## config.mk

```make
export PLATFORM = sky130hd
export DESIGN_NAME = voice_mixer
export DESIGN_NICKNAME = d
export VERILOG_FILES = /design/src/rtl/voice_mixer.sv
export SDC_FILE = /design/constraint.sdc
export NUM_CORES = 1
export LEC_CHECK = 0
export CAP_MARGIN = 20
export CORE_MARGIN = 1.5
export CORE_UTILIZATION = 40
export CTS_CLUSTER_DIAMETER = 150
export DETAILED_ROUTE_END_ITERATION = 8
export MAX_ROUTING_LAYER = met4
export SLEW_MARGIN = 20
export SYNTH_ARGS = -nofsm -noshare
export SYNTH_HDL_FRONTEND = slang
export SYNTH_SLANG_ARGS = --single-unit
export TNS_END_PERCENT = 10
```

## constraint.sdc

```tcl
create_clock -name i_clk -period 3.4 [get_ports i_clk]
set_input_delay 0.68 -clock i_clk [delete_from_list [all_inputs] [get_ports i_clk]]
set_output_delay 0.68 -clock i_clk [all_outputs]
set_load 0.02 [all_outputs]
```

## src/rtl/voice_mixer.sv

```systemverilog
// Accumulates one frame of enveloped voice samples and presents the scaled mix on a valid/ready register.
// Build option: MIXER_SATURATE_EN clamps the scaled sum to 16 bits instead of wrapping.
module voice_mixer #(
   parameter int NUM_VOICES = 16,
   parameter int GAIN_SHIFT = 4,
   parameter int ACC_WIDTH  = 24
) (
   input  logic        i_clk,
   input  logic        i_reset_n,
   input  logic [1:0]  i_pipeline_state,
   input  logic [7:0]  i_voice_index,
   input  logic [15:0] i_sample,
   input  logic        i_sample_ready,
   input  logic        i_clear_flags,
   output logic [15:0] o_sample,
   output logic        o_sample_valid,
   output logic        o_overrun,
   output logic        o_frame_error
);

   logic signed [ACC_WIDTH-1:0] acc_q, acc_d;
   logic [7:0]                  cnt_q, cnt_d;
   logic                        synced_q, synced_d;
   logic [15:0]                 sample_q, sample_d;
   logic                        valid_q, valid_d;
   logic                        overrun_q, overrun_d;
   logic                        ferr_q, ferr_d;

   logic                        cap;
   logic                        idx0;
   logic                        take;
   logic                        in_range;
   logic                        last;
   logic                        frame_end;
   logic signed [ACC_WIDTH-1:0] s_ext;
   logic signed [ACC_WIDTH-1:0] total;
   logic [8:0]                  cnt_next;
   logic [15:0]                 mix_r;

   assign cap      = (i_pipeline_state == 2'd2);
   assign idx0     = (i_voice_index == 8'd0);
   assign take     = cap && (synced_q || idx0);
   assign in_range = int'(i_voice_index) < NUM_VOICES;
   assign last     = int'(i_voice_index) == NUM_VOICES - 1;
   assign s_ext    = {{(ACC_WIDTH-16){i_sample[15]}}, i_sample};
   assign total    = (idx0 ? '0 : acc_q) + s_ext;
   assign cnt_next = idx0 ? 9'd1 : {1'b0, cnt_q} + 9'd1;
   assign frame_end = take && in_range && last;

`ifdef MIXER_SATURATE_EN
   localparam logic signed [ACC_WIDTH-1:0] MAX_R = ACC_WIDTH'(32767);
   localparam logic signed [ACC_WIDTH-1:0] MIN_R = ~MAX_R;

   logic signed [ACC_WIDTH-1:0] r;

   assign r = total >>> GAIN_SHIFT;

   always_comb begin
      if (r > MAX_R)
         mix_r = 16'h7FFF;
      else if (r < MIN_R)
         mix_r = 16'h8000;
      else
         mix_r = 16'(r);
   end
`else
   assign mix_r = 16'(total >>> GAIN_SHIFT);
`endif

   always_comb begin
      acc_d     = acc_q;
      cnt_d     = cnt_q;
      synced_d  = synced_q;
      sample_d  = sample_q;
      valid_d   = valid_q;
      overrun_d = overrun_q & ~i_clear_flags;
      ferr_d    = ferr_q & ~i_clear_flags;

      if (take) begin
         synced_d = 1'b1;
         if (!in_range) begin
            ferr_d = 1'b1;
         end else begin
            acc_d = total;
            cnt_d = cnt_next[8] ? 8'hFF : cnt_next[7:0];
            if (last && (int'(cnt_next) != NUM_VOICES))
               ferr_d = 1'b1;
         end
      end

      // A finished frame takes the register only if it is free or being drained.
      if (frame_end) begin
         if (!valid_q || i_sample_ready) begin
            sample_d = mix_r;
            valid_d  = 1'b1;
         end else begin
            overrun_d = 1'b1;
         end
      end else if (valid_q && i_sample_ready) begin
         valid_d = 1'b0;
      end
   end

   always_ff @(posedge i_clk or negedge i_reset_n) begin
      if (!i_reset_n) begin
         acc_q     <= '0;
         cnt_q     <= '0;
         synced_q  <= 1'b0;
         sample_q  <= '0;
         valid_q   <= 1'b0;
         overrun_q <= 1'b0;
         ferr_q    <= 1'b0;
      end else begin
         acc_q     <= acc_d;
         cnt_q     <= cnt_d;
         synced_q  <= synced_d;
         sample_q  <= sample_d;
         valid_q   <= valid_d;
         overrun_q <= overrun_d;
         ferr_q    <= ferr_d;
      end
   end

   assign o_sample       = sample_q;
   assign o_sample_valid = valid_q;
   assign o_overrun      = overrun_q;
   assign o_frame_error  = ferr_q;

endmodule

```

After elaboration in Yosys (flattened, before gate mapping)
Index checks and enable logic that the tools add are counted.
Widths: inputs -> output; s select.
{"block": "op_classes", "add_sub_neg": 2, "magnitude_cmp": 1, "n_eq_ne": 4, "n_mux": 11, "n_bitwise": 3, "n_reduce_logical": 13}
{"operator": "$add 24x24->24", "count": 1}
{"operator": "$mux 24", "count": 1}
{"operator": "$add 8x1->9 const B", "count": 1}
{"operator": "$mux 9", "count": 1}
{"operator": "$ne 9x6->1 const B", "count": 1}
{"operator": "$eq 8x5->1 const B", "count": 1}
{"operator": "$logic_not 8->1", "count": 1}
{"operator": "$lt 8x5->1 const B", "count": 1}
{"operator": "$mux 1", "count": 8}
{"operator": "$mux 8", "count": 1}
{"operator": "$reduce_and 2->1", "count": 3}
{"operator": "$logic_and 1x1->1", "count": 5}
{"operator": "$and 1x1->1", "count": 2}
{"operator": "$eq 2x2->1 const B", "count": 1}
{"operator": "$logic_or 1x1->1", "count": 2}
{"operator": "$ne 2x1->1 const B", "count": 1}
{"operator": "$reduce_bool 2->1", "count": 1}
{"operator": "$logic_not 1->1", "count": 1}
{"operator": "$not 1->1", "count": 1}
{"block": "totals", "ff_bits": 52, "elab_cells": 41}

Longest topological paths before layout
Gate-level depths: netlist of the first run.
{"block": "logic_depth", "word_depth": 7, "depth_mapped": 14, "mapped_depth_nobuf": 12}

Least setup slack after synthesis of the first run
OpenSTA, ideal clock, no wires.
{"block": "synth_path", "path_kind": "input to register", "start": "input i_voice_index[2]", "end": "register acc_q[13]", "setup_ps": 134, "arrival_time_ps": 3673, "path_slack_ps": -407, "cell_stages": 13, "cell_sequence": "nor4_1 -> nand2_1 -> clkbuf_1 -> clkbuf_1 -> and2_1 -> ha_1 -> buf_6 -> a211o_1 -> o311a_1 -> a311o_2 -> a31oi_1 -> xor2_1 -> o21ai_0"}
{"block": "synth_between", "elab_chain_len": 4, "elab_cells_between_ends": 7}
{"item": "from (decl)", "line": "11", "rtl": "input logic [7:0] i_voice_index,"}
{"item": "parallel branches: the longest is 4 deep, another holds $add 24x24->24"}
{"item": "to (signal assigned)", "line": "106", "rtl": "acc_q <= '0;"}
{"item": "to (signal assigned)", "line": "114", "rtl": "acc_q <= acc_d;"}
{"item": "to (decl)", "line": "21", "rtl": "logic signed [ACC_WIDTH-1:0] acc_q, acc_d;"}
Several ways; the timed one is not identified.
A chain may end at the register's enable or synchronous reset.

Worst setup path in the final report of the first run
{"block": "layout_path", "start": "input i_voice_index[7]", "end": "register sample_q[15], in the netlist o_sample[15]"}
{"block": "layout_between", "elab_chain_len": 6, "elab_cells_between_ends": 10}
{"item": "parallel branches: the longest is 6 deep, another holds $add 24x24->24"}
{"item": "to (signal assigned)", "line": "117", "rtl": "sample_q <= sample_d;"}
{"item": "to (decl)", "line": "24", "rtl": "logic [15:0] sample_q, sample_d;"}
Several ways; the timed one is not identified.

==> run_results.csv, run 1 <==
group,metric,value,unit
outcome,status,"finished clean",
grt,grt_max_degree,49,
setup_path,critPathRequiredTime,3.64,ns
setup_path,crit_family,"compound AO/OA/AOI/OAI gates",
yosys,yosysTopAreaCellShare,39.3,%
grt,grt_pass1_wl,12.5,mm
setup_path,worst_path_largest_cell_delay,0.38,ns
cts,cts.sinks,48,
setup_path,r2r-start,"acc_q[1]",
grt,antenna_found_initial,0,
cts,cts-buffers-inserted,5,
route,ant_nets,0,
route,drt_wl_total,7.16,mm
placement,dp_hpwl,5.26,mm
setup_path,worstRegToRegCells,9,
route,num_vias,2707,
setup_path,rrSetupSlack,0.92,ns
sta,rsz0062_at_grt,"yes",
yosys,ys_top_cells_by_area,"dfrtp_1, ha_1, nand2_1",
sta,report.final.slew_viol_count,0,
power,p_seq_share,45.2,%
power,power.density,314,nW/µm²
cells_and_area,drive_above_1_share,21.9,%
power,switching_power,0.000341,W
sta,min_period_over_period,96.8,%
setup_path,crit_fanout,7,
power,peakVddDrop,0.164,mV
route,viasPerCell,5.03,
cells_and_area,syn2layout_area_growth,38.4,%
yosys,avgSynthCellArea,8.93,µm²
cts,cts_htree_levels,2,
cells_and_area,fin_nets,489,
route,drt-wirelength-per-cell,13.3,µm
power,combPwrFrac,19.8,%
placement,io_buffers,48,
sta,setup_viol,0,
setup_path,crit_path_start_kind,"primary input",
yosys,yosys-top-cells-count,"nand2_1, dfrtp_1, o21ai_0",
yosys,netlist_area,3050,µm²
floorplanning,core-area,7330,µm²
yosys,synth_top_area_cell,"dfrtp_1",
setup_path,worst-setup-path-type,"primary input to flip-flop",
cells_and_area,n_antenna_cell,0,
yosys,synth_edf_count,0,
route,detailedRoute.firstPassIterationCount,5,
sta,tns,0,ns
sta,fmaxAchievable,0.304,GHz
sta,finalHoldViolCount,0,
sta,period_needed,3.29,ns
yosys,synth_cell_types,49,
yosys,synth_flop_cell,"dfrtp_1",
power,power.leakage,2.00,nW
grt,grt_pass1_vias,2716,
setup_path,end_kind,"flip-flop",
placement,place_congestion,0.859,
setup_path,crit_start,"i_voice_index[7]",
cts,cts.path.max_buffers,2,
placement,dp_slack,-0.675,ns
floorplanning,die_y,90.4,µm
floorplanning,rows,31,
cells_and_area,fillers,657,
cts,clk_latency,0.31,ns
yosys,syn-num-nets,393,
yosys,async_flop_share,100,%
min_path,hold_path_class,"primary input to asynchronous set/reset pin",
cts,cts_tree,"done",
yosys,ys_seq_area_share,39.3,%
route,drc_errors,0,
sta,max_slew_margin,59.5,%
yosys,synth.most_common_cell,"nand2_1",
yosys,yosys_register_bits,48,
yosys,synthCells,342,
power,clock_power_share,35.0,%
job,max-cap-violations,0,
setup_path,worstPathArrival,3.53,ns
sta,setup_ws,0.109,ns
setup_path,critPathBufInv,2,
yosys,yosysWarnings,0,
sta,whs,0.377,ns
setup_path,slowest_stage,"a311o_2",
power,netSwitchingFraction,25.7,%
floorplanning,die_w,90.4,µm
cts,ctsHoldBuffers,0,
floorplanning,start_util,41.6,%
cts,cts-root-buf,"clkbuf_8",
setup_path,worstPathCellList,"dlygate4sd2_1 -> nor4_4 -> nand2_4 -> buf_6 -> and2_4 -> ha_4 -> a211o_1 -> o311a_1 -> a311o_2 -> o22ai_4 -> xnor3_1 -> o21ai_2",
setup_path,timing.rr.end,"o_sample[15]",
sta,fin_skew,0.00675,ns
sta,tightest_slew,0.607,ns
grt,gr-total-overflow,0,
cts,clkTransAtPathRegs,0.09,ns
floorplanning,num_io_pins,49,
power,intPower,0.000984,W
grt,track_usage,19.0,%
route,drt_iter0_markers,100,
floorplanning,die_area,8170,µm²
layout make-up:
class / instances / area [µm²] / area share, %
clock buffer: 7 / 96.3 / 2.28
clock inverter: 1 / 30.0 / 0.711
inverter: 8 / 30.0 / 0.711
multi-input combinational: 274 / 1870 / 44.4
sequential: 48 / 1200 / 28.4
tap: 99 / 124 / 2.93
timing repair buffer: 101 / 870 / 20.6
kinds of logic after synthesis:
kind of cell    count (synthesis)  share of synthesized area [%]
simple gates                  124                           19.7
flops                          48                           39.3
fa+ha+maj                      21                           8.85
xor+xnor                       20                           6.19
buf+inv                        20                           3.89
compound gates                108                           21.7
mux                             1                          0.328
worst max path at each step:
stage	end	slack (ns)	depth (start not counted)
floorplan	o_sample[15]	-0.1	13
global placement	o_sample[14]	-0.65	13
detailed placement	o_sample[15]	-0.67	12
CTS	o_sample[15]	0.03	12
global route	o_sample[15]	-0.03	12
finish	o_sample[15]	0.11	12
routing by layer:
metal,share of wire [%],vias up,global-route usage [%]
li1,-,1402,-
met1,47,1249,24.3
met2,49,45,31.7
met3,2.4,11,2.95
met4,1.3,0,4.50
met5,0,-,-
registers in the layout (all words and copies together), names as in the netlist:
name,count
o_overrun,1
o_sample_valid,1
o_frame_error,1
o_sample,16
cnt_q,8
acc_q,20
synced_q,1
layout by cell type, fill, tap and decap left out, types with 2 or more instances in the layout:
cell type,Yosys,layout
nor2_1,13,13
and2_1,19,17
nor4_4,0,2
clkbuf_8,0,7
o211ai_1,4,4
nor3_1,5,5
xor2_1,8,8
clkdlybuf4s50_1,0,39
nor2b_1,2,2
a21o_2,2,2
inv_1,7,7
nand2b_1,2,2
buf_4,0,53
a21o_1,8,8
ha_2,0,3
and2_4,0,2
o21ai_0,43,39
dfrtp_1,48,48
o21bai_1,3,3
and3_1,3,3
a31oi_1,5,4
dlygate4sd2_1,0,8
xnor2_1,11,11
ha_1,20,15
a211oi_1,2,2
a21oi_1,27,22
nand4_1,4,4
nand2_1,61,60
nand3_1,6,6
a21oi_2,1,6
ha_4,0,2
o21ai_1,0,4
power by group through the flow:
stage | clock network [W] | logic, W | registers [W]
after global routing | 0.000498 | 0.000292 | 0.000601
after floorplan | 0 | 0.000139 | 0.000608
after CTS | 0.000478 | 0.000252 | 0.000598
after detailed placement | 0 | 0.000251 | 0.000610
after global placement | 0 | 0.000248 | 0.000609
final | 0.000464 | 0.000262 | 0.000598
stage by stage:
stage               total power [W]  instance area, µm²  cells  util, %
floorplan                  0.000746                3120    342        -
global placement           0.000857                3970    525     54.1
detailed placement         0.000860                3970    525     54.1
CTS                         0.00133                4130    535     56.3
global route                0.00139                4230    538     57.6
finish                      0.00132                4230    538     57.6
timing repair:
action | in CTS | in global routing
endpoints found under the setup margin | 23 | 16
pin swaps | 6 | 12
resized for setup | 13 | 18
buffers inserted | 2 | 3
hold endpoints to repair | 0 | 0
Power figures use the tool's default switching activity.
==> run 2: changes to the inputs <==
--- a/config.mk
+++ b/config.mk
@@ -10,7 +10,9 @@
 export CORE_UTILIZATION = 40
 export CTS_CLUSTER_DIAMETER = 150
 export DETAILED_ROUTE_END_ITERATION = 8
+export DONT_BUFFER_PORTS = 1
 export MAX_ROUTING_LAYER = met4
+export RECOVER_POWER = 100
 export SLEW_MARGIN = 20
 export SYNTH_ARGS = -nofsm -noshare
 export SYNTH_HDL_FRONTEND = slang
==> run 2 against run 1 <==
Effect of this change:
- register-to-register slack got worse by 0.04 ns
- flip-flop and latch count unchanged
- utilization decreased by 11 points
- first-iteration DRC count decreased by 57%
- clock power decreased by 33%
==> run_results.csv, run 2 (synthesis gave the netlist of run 1 again) <==
group,metric,value,unit
outcome,status,"finished clean",
sta,whs,0.0695,ns
job,max-cap-violations,0,
power,clock_power_share,28.5,%
placement,place_congestion,0.875,
setup_path,slowest_stage,"nor4b_1",
sta,period_needed,3.14,ns
setup_path,worst_path_largest_cell_delay,0.44,ns
placement,dp_slack,-0.0836,ns
grt,use_met1,22.0,%
sta,min_period_over_period,92.3,%
grt,met3_usage,3.37,%
floorplanning,die_y,90.4,µm
cts,ctsHoldBuffers,0,
route,drt_wl_total,6.33,mm
cells_and_area,drive_above_1_share,13.2,%
setup_path,crit_path_start_kind,"primary input",
floorplanning,core-area,7330,µm²
cells_and_area,final_common_cell,"nand2_1",
sta,report.final.slew_viol_count,0,
setup_path,worstPathCellList,"nor4_4 -> nand2_1 -> buf_4 -> and2_1 -> ha_1 -> fa_1 -> a21o_1 -> nand4_1 -> a2111oi_2 -> nor4b_1 -> o31ai_1 -> xnor2_1 -> o21ai_0",
sta,setup_ws,0.260,ns
grt,busiest_layer,"met2",
grt,grt_use_met2,28.9,%
power,power.leakage,1.63,nW
setup_path,crit_fanout,9,
route,num_vias,2445,
grt,antenna_found_initial,0,
cells_and_area,mostFrequentLayoutCells,"nand2_1, dfrtp_1, o21ai_0",
cts,clk_latency,0.30,ns
cts,cts.sinks,48,
grt,grt_pass1_vias,2463,
floorplanning,die_w,90.4,µm
sta,fin_skew,0.00904,ns
cells_and_area,regMostFlops,"acc_q",
sta,setup_viol,0,
setup_path,critPathBufInv,1,
grt,gr-total-overflow,0,
setup_path,timing.rr.end,"o_sample[14]",
power,switching_power,0.000279,W
power,netSwitchingFraction,25.7,%
power,intPower,0.000809,W
placement,dpl_cell_area,3360,µm²
route,drt_iter0_markers,43,
floorplanning,die_area,8170,µm²
power,peakVddDrop,0.105,mV
cts,cts_htree_levels,2,
cells_and_area,syn2layout_area_growth,11.8,%
setup_path,critPathRequiredTime,3.57,ns
cts,clkTransAtPathRegs,0.08,ns
power,power.density,319,nW/µm²
floorplanning,start_util,41.6,%
setup_path,end_kind,"flip-flop",
cells_and_area,design_area,3410,µm²
power,combPwrFrac,16.4,%
grt,track_usage,17.5,%
sta,fmaxAchievable,0.319,GHz
sta,finalHoldViolCount,0,
floorplanning,num_io_pins,49,
power,p_seq_share,55.1,%
route,ant_nets,0,
setup_path,worstPathArrival,3.31,ns
route,drt-wirelength-per-cell,13.6,µm
cts,cts_tree,"done",
placement,io_buffers,0,
sta,rsz0062_at_grt,"no",
min_path,hold_path_class,"primary input to asynchronous set/reset pin",
cells_and_area,largest_reg_flops,20,
cts,cts-buffers-inserted,5,
setup_path,worst-setup-path-type,"primary input to flip-flop",
grt,grt_max_degree,49,
cells_and_area,n_antenna_cell,0,
sta,tightest_slew,0.750,ns
floorplanning,rows,31,
cts,cts-root-buf,"clkbuf_8",
setup_path,rrSetupSlack,0.88,ns
placement,dp_hpwl,4.85,mm
setup_path,crit_family,"simple AND/OR/NAND/NOR gates",
cts,cts.path.max_buffers,2,
setup_path,cp_num_cells,13,
cts,cts_setup_buffers,0,
sta,max_slew_margin,50.0,%
route,detailedRoute.firstPassIterationCount,4,
setup_path,worstRegToRegCells,10,
route,viasPerCell,5.27,
sta,tns,0,ns
cells_and_area,fin_nets,418,
route,drc_errors,0,
grt,grt_pass1_wl,11.4,mm
setup_path,r2r-start,"acc_q[0]",
cts,ctsResizeCount,0,
## run 2: cell types whose count changed in the layout (fill, tap and decap cells not counted), moves of 6 or more
cell             change
a21oi_1              +6
clkdlybuf4s50_1     -39
dlygate4sd2_1        -8
buf_4               -29
a21oi_2              -6
## run 2: cell type report
type / count / area [µm²]
inverters: 8 / 30.0
flip-flops and latches: 48 / 1200
clock buffers: 5 / 68.8
well taps: 99 / 124
multi-input cells: 274 / 1770
repair buffers: 30 / 214
fillers: 697 / 3920
## run 2: per-stage QoR
step / utilization, % / std cells / total power [W]
6_report: 46.5 / 464 / 0.00109
4_1_cts: 46.7 / 464 / 0.00111
2_1_floorplan: - / 342 / 0.000746
3_5_place_dp: 45.8 / 459 / 0.000790
5_1_grt: 46.5 / 464 / 0.00116
3_3_place_gp: 45.8 / 459 / 0.000788
## run 2: per-layer routing
metal / wire length (µm) / part of all wire [%]
met4: 39 / 0.62
met5: 0 / 0
met2: 3050 / 48
met3: 256 / 4.0
met1: 2980 / 47
## run 2: how the worst max path moves through the flow
stage / endpoint / slack (ns) / from
global route: o_sample[14] / 0.01 / i_voice_index[7]
detailed placement: o_sample[14] / -0.08 / i_voice_index[7]
CTS: o_sample[15] / 0.24 / i_voice_index[7]
global placement: o_sample[14] / -0.05 / i_voice_index[7]
floorplan: o_sample[15] / -0.1 / i_voice_index[1]
finish: o_sample[14] / 0.26 / i_voice_index[1]
## run 2: power groups by stage
stage,logic (W),clock network [W],registers (W)
after floorplan,0.000139,0,0.000608
after global placement,0.000178,0,0.000610
after detailed placement,0.000180,0,0.000611
after CTS,0.000181,0.000328,0.000600
after global routing,0.000205,0.000349,0.000602
final,0.000179,0.000310,0.000599
